==> src/rtl/dmem_arbiter.sv <==
// dmem_arbiter: shares the single-ported data memory between the CPU MEM
// stage and the debug/loader port. CPU has fixed priority, a starvation
// counter guarantees DBG progress, and a lock mode hands DBG exclusive
// ownership. Read data is steered back to the port that issued the read.
module dmem_arbiter #(
  parameter int ADDR_W       = 7,
  parameter int XLEN         = 32,
  parameter int STARVE_LIMIT = 4
) (
  input  logic              clk_i,
  input  logic              rstn_i,
  input  logic              cpu_req_i,
  input  logic              cpu_we_i,
  input  logic [XLEN-1:0]   cpu_addr_i,
  input  logic [XLEN-1:0]   cpu_wdata_i,
  input  logic [3:0]        cpu_be_i,
  output logic              cpu_gnt_o,
  output logic              cpu_rvalid_o,
  output logic [XLEN-1:0]   cpu_rdata_o,
  input  logic              dbg_req_i,
  input  logic              dbg_we_i,
  input  logic [XLEN-1:0]   dbg_addr_i,
  input  logic [XLEN-1:0]   dbg_wdata_i,
  input  logic [3:0]        dbg_be_i,
  input  logic              dbg_lock_i,
  output logic              dbg_gnt_o,
  output logic              dbg_rvalid_o,
  output logic [XLEN-1:0]   dbg_rdata_o,
  output logic              mem_en_o,
  output logic              mem_we_o,
  output logic [ADDR_W-1:0] mem_addr_o,
  output logic [XLEN-1:0]   mem_wdata_o,
  output logic [3:0]        mem_be_o,
  input  logic [XLEN-1:0]   mem_rdata_i
);

  localparam logic [3:0] LIMIT = 4'(STARVE_LIMIT);

  typedef enum logic {ST_ARB = 1'b0, ST_LOCK = 1'b1} state_t;

  state_t     state_q, state_d;
  logic [3:0] starve_q;
  logic       rd_pend_q;
  logic       rd_owner_q;  // 0 = CPU, 1 = DBG

  // Byte address bits outside the word index are not used by the memory.
  logic unused_addr_bits;
  assign unused_addr_bits = ^{cpu_addr_i[XLEN-1:ADDR_W+2], cpu_addr_i[1:0],
                              dbg_addr_i[XLEN-1:ADDR_W+2], dbg_addr_i[1:0]};

  // State register.
  always_ff @(posedge clk_i) begin
    if (!rstn_i) state_q <= ST_ARB;
    else         state_q <= state_d;
  end

  // Next state: enter lock only on a cycle DBG actually owns the memory;
  // leave once lock drops (DBG still owns that final cycle).
  always_comb begin
    state_d = state_q;
    case (state_q)
      ST_ARB:  if (dbg_gnt_o && dbg_lock_i) state_d = ST_LOCK;
      ST_LOCK: if (!dbg_lock_i)             state_d = ST_ARB;
      default: state_d = ST_ARB;
    endcase
  end

  // Grant decode; grants are held off while reset is asserted so the
  // memory sees no strobe during the reset cycle.
  always_comb begin
    cpu_gnt_o = 1'b0;
    dbg_gnt_o = 1'b0;
    if (rstn_i) begin
      case (state_q)
        ST_ARB: begin
          if (dbg_req_i && (starve_q == LIMIT)) dbg_gnt_o = 1'b1;
          else if (cpu_req_i)                   cpu_gnt_o = 1'b1;
          else if (dbg_req_i)                   dbg_gnt_o = 1'b1;
        end
        ST_LOCK: dbg_gnt_o = dbg_req_i;
        default: ;
      endcase
    end
  end

  // Memory port mux: winner's fields, all zero when idle.
  always_comb begin
    mem_en_o    = cpu_gnt_o | dbg_gnt_o;
    mem_we_o    = 1'b0;
    mem_addr_o  = '0;
    mem_wdata_o = '0;
    mem_be_o    = '0;
    if (cpu_gnt_o) begin
      mem_we_o    = cpu_we_i;
      mem_addr_o  = cpu_addr_i[ADDR_W+1:2];
      mem_wdata_o = cpu_wdata_i;
      mem_be_o    = cpu_be_i;
    end else if (dbg_gnt_o) begin
      mem_we_o    = dbg_we_i;
      mem_addr_o  = dbg_addr_i[ADDR_W+1:2];
      mem_wdata_o = dbg_wdata_i;
      mem_be_o    = dbg_be_i;
    end
  end

  // Starvation counter: counts DBG cycles lost, saturates at the limit.
  always_ff @(posedge clk_i) begin
    if (!rstn_i)                       starve_q <= '0;
    else if (dbg_req_i && !dbg_gnt_o)  starve_q <= (starve_q == LIMIT) ? starve_q : starve_q + 4'd1;
    else                               starve_q <= '0;
  end

  // Remember who issued the read so the return can be steered next cycle.
  always_ff @(posedge clk_i) begin
    if (!rstn_i) begin
      rd_pend_q  <= 1'b0;
      rd_owner_q <= 1'b0;
    end else begin
      rd_pend_q  <= (cpu_gnt_o && !cpu_we_i) || (dbg_gnt_o && !dbg_we_i);
      rd_owner_q <= dbg_gnt_o;
    end
  end

  // Read return steering; a return in flight across reset is dropped.
  always_comb begin
    cpu_rvalid_o = rstn_i && rd_pend_q && !rd_owner_q;
    dbg_rvalid_o = rstn_i && rd_pend_q &&  rd_owner_q;
    cpu_rdata_o  = cpu_rvalid_o ? mem_rdata_i : '0;
    dbg_rdata_o  = dbg_rvalid_o ? mem_rdata_i : '0;
  end

endmodule

==> config.mk <==
export PLATFORM = sky130hd
export DESIGN_NAME = dmem_arbiter
export DESIGN_NICKNAME = d
export VERILOG_FILES = /design/src/rtl/dmem_arbiter.sv
export SDC_FILE = /design/constraint.sdc
export NUM_CORES = 1
export LEC_CHECK = 0
export CAP_MARGIN = 40
export CORE_AREA = 2 2 112 114
export CTS_BUF_LIST = sky130_fd_sc_hd__clkbuf_8
export CTS_CLUSTER_DIAMETER = 80
export DETAILED_ROUTE_END_ITERATION = 10
export DIE_AREA = 0 0 114 116
export GPL_TIMING_DRIVEN = 1
export PLACE_DENSITY = 0.57
export SKIP_LAST_GASP = 1
export SLEW_MARGIN = 20
export SYNTH_ARGS = -nofsm -noshare
export SYNTH_HDL_FRONTEND = slang
export SYNTH_SLANG_ARGS = --single-unit
==> constraint.sdc <==
create_clock -name clk_i -period 6.5 [get_ports clk_i]
set_clock_uncertainty 0.15 [all_clocks]
set_input_delay 1.95 -clock clk_i [delete_from_list [all_inputs] [get_ports clk_i]]
set_output_delay 1.95 -clock clk_i [all_outputs]
set_load 0.1 [all_outputs]
==> parameters.txt <==
Parameter                              Value

CTS
  Number of hold-repair buffers added at the cts stage ... 0
  Clock edge transition at the registers on the reported setup and hold paths ... around 40 ps
  Post-CTS Resized ... 0
  Setup bufs post-CTS ... 0
  TritonCTS clock tree ... yes
  CTS Buf Count ... 3
  Clk Latency, worst-skew pair ... ~230 ps
  Clock Tree Root ... clkbuf_8
  Clk sink count ... 7
  Htree depth ... 1
  Maximum buffer depth of the clock tree ... 2

Yosys
  Most repeated cell in the gate-level netlist after synthesis ... nand2_1
  Main combinational cell family by area after synthesis ... simple AND/OR/NAND/NOR gates
  Total standard cell area after synthesis ... between 1500 and 2000 um^2
  Post-Synthesis Cells ... 263
  Complex-gate fraction of the synthesized area ... 0.3193
  Largest area contributor in the synthesized netlist ... o22ai_2
  Warnings from Yosys ... 0
  Top area cells in the synthesized netlist ... o22ai_2 (28%), and2_1 (23%), nand2_1 (19%), dfxtp_1 (8.0%), buf_6 (5.1%)
  Multiplexer share of the synthesized area ... 0.005690
  Synthesized-area fraction occupied by xor and xnor cells ... 0
  Leading cell types by count after synthesis ... nand2_1 (90), and2_1 (64), o22ai_2 (39)
  Post-synth top flop ... dfxtp_1
  Post-synthesis net count ... between 400 and 500
  Count of flip-flops with a built-in enable after synthesis ... 0
  Post-synthesis sequential area ratio ... 0.07966
  Simple-gate share of the synthesized area ... 0.4801
  Post-synthesis adder-cell area fraction ... 0.01422
  Portion of synthesized cell area occupied by the leading cell type ... 0.2774
  Synth cell types ... 24
  Mean instance size in the synthesized netlist ... approximately 6.7 um^2
  Post-synthesis async set-or-reset flop share ... 0
  Number of synthesized register bits ... 7

Pwr
  Largest vdd supply drop ... about 0.063 mV
  Leakage component of the power ... between 2 and 2.5 nW
  PwrDens ... 104.4 nW/um^2

STA
  Setup-failing EPs final ... 0
  Achievable Freq ... approximately 0.17 GHz
  Summed negative setup slack over all endpoints ... 0 ps
  Period minus WS final ... around 5900 ps
  Crit share post-route ... 0.9004
  Slew at the pin closest to its max-slew limit ... about 580 ps
  Worst relative slew slack ... 0.6102
  Slew Viols, Final ... 0
  Hold violation count in the final report ... 0
  Unrepaired setup endpoints after global routing ... false

Route
  Top routing layer in use ... met4
  Via-to-Cell Ratio ... 4.150
  Routed met2 length ... 4337 um
  Post-Route M1 WL ... 2882 um
  Final ANT Viol Nets ... 0
  Total length of routed met3 wires ... between 800 and 900 um
  Number of iterations in the first detailed-routing pass ... 4
  Final Routed Wirelength ... between 8000 and 9000 um
  Vias after detailed routing ... about 2600
  Detailed-route wire length per cell ... 13.02 um
  DRC violations left ... 0
  DRC marker count from the first detailed-route iteration ... 65

Setup path
  Largest stage delay on the critical path ... a little under 500 ps
  Cell Chain, Critical Path ... clkdlybuf4s50_1 > nand2b_1 > a21o_2 > buf_4 > o22ai_1 > buf_12
  Cell at the slowest stage of the critical path ... clkdlybuf4s50_1
  Kind of start point of the critical path ... input pin
  Arrival time reported for the critical path endpoint ... 3750 ps
  Required time of the critical path ... between 4000 and 5000 ps
  Kind of end point of the critical path ... primary output
  Start-to-end type of the worst setup path ... in2out
  Largest fanout on the critical path ... 21

Place
  Input/output buffers ... approximately 240
  HPWL after DPL ... 7088 um
  Placer's final routability congestion estimate ... between 0.7 and 0.8

Cells and area
  Area added between synthesis and finish ... 195.4%
  Antenna diode count ... 0
  Share of post-route cells with drive strength above 1 ... 0.3423
  Area taken by flip-flops and latches ... 140.1 um^2
  Fin nets ... 663
  Final core utilization ... 0.4363
  Total area of multi-input combinational cells ... ~1500 um^2
  Number of inserted filler cells in the final layout ... between 1000 and 1500

Die
  Horizontal extent of the die ... around 110 um
  Site Rows ... 40
  Placeable core region ... about 12000 um^2
  Boundary Pins ... 288
  Initial cell density of the core ... 0.1477
  Height of the die ... roughly 120 um
  Die Footprint ... 13220 um^2

GRT
  Pin count of the biggest net entering global routing ... 66
  Tot GR Track Use ... 0.1170
  Antenna violations before repair ... 0
  Global-route wire length before repair ... approximately 13000 um
  Overflow left after global routing ... 0
  Vias in the first global route ... 2559

Job
  Count of max-cap constraint violations ... 0

Worst hold path
  Type of the worst min-delay path ... reg2reg

Status
  Outcome ... finished clean
## layout by cell type, fill, tap and decap left out
cell               n
clkdlybuf4s50_1  123
buf_12            98
nand2_1           90
and2_1            64
o22ai_2           39
buf_4             22
nor2_1             8
dfxtp_1            7
inv_1              5
o22ai_1            5
nand2b_1           4
clkbuf_8           3
nand3_1            2
a21oi_1            2
ha_1               2
and3b_1            1
a21o_2             1
o21ai_4            1
and3_1             1
nor2b_1            1
nor3_1             1
nand3b_1           1
mux2i_1            1
o32ai_2            1
nor3b_1            1
buf_2              1
## layer usage
| metal | global-route usage | up-vias |
|---|---|---|
| met2 | 0.2298 | 165 |
| met3 | 0.03190 | 10 |
| met4 | 0.03740 | 0 |
| met1 | 0.1195 | 1140 |
| met5 | 0 | - |
| li1 | - | 1308 |
## report_power, final
group / total, mW / leakage (nW) / switching (mW) / internal [mW]
clock: 0.0606 / 0.0269 / 0.0197 / 0.0409
combinational: 0.437 / 2.01 / 0.265 / 0.172
sequential: 0.0452 / 0.0570 / 0.000760 / 0.0444
## state kept, by name, indices dropped and copies added, names as in the netlist
register	cells
starve_q	4
rd_owner_q	1
rd_pend_q	1
state_q	1
## final timing paths
check / start / to / slack, ps / cells after the start
max: cpu_req_i / mem_wdata_o[31] / 650 / 6
max reg2reg: starve_q[1]$_SDFFE_PN0P_ / rd_pend_q$_SDFF_PN0_ / 4640 / 5
min reg2reg: state_q$_SDFF_PN0_ / state_q$_SDFF_PN0_ / 320 / 2
min: state_q$_SDFF_PN0_ / state_q$_SDFF_PN0_ / 320 / 2
## cell type report
| type | count | area share |
|---|---|---|
| inverters | 4 | 0.002889 |
| flip-flops and latches | 7 | 0.02696 |
| repair buffers | 244 | 0.6471 |
| multi-input cells | 226 | 0.2790 |
| clock buffers | 3 | 0.007944 |
| well taps | 147 | 0.03539 |
| clock inverters | 1 | 0.0007222 |
## critical path, delay by kind of cell
family                 cells  cell delay [ps]
buffers and inverters      3             1000
AO/OA/AOI/OAI              2              660
AND/OR/NAND/NOR            1              120
## metrics by stage
step / worst slack, ps / power [mW] / instances / area (um^2) / hold slack [ps]
after CTS: 597.0 / 0.5488 / 632 / 5197 / 327.0
final: 647.5 / 0.5429 / 632 / 5197 / 322.5
after global placement: 625.8 / 0.4834 / 628 / 5152 / 318.6
after floorplan: 358.2 / 0.3041 / 263 / 1759 / 279.5
after global routing: 530.0 / 0.5640 / 632 / 5197 / 344.2
after detailed placement: 596.5 / 0.4867 / 628 / 5152 / 322.7
## cells by family (layout without fill, tap and decap cells)
group	count (synthesis)	after routing
AND/OR/NAND/NOR	174	174
adder cells (fa/ha/maj)	2	2
buffers and inverters	30	252
flip-flops	7	7
multiplexers	1	1
AO/OA/AOI/OAI	49	49
Note: power is estimated with default switching activity, not from simulation.
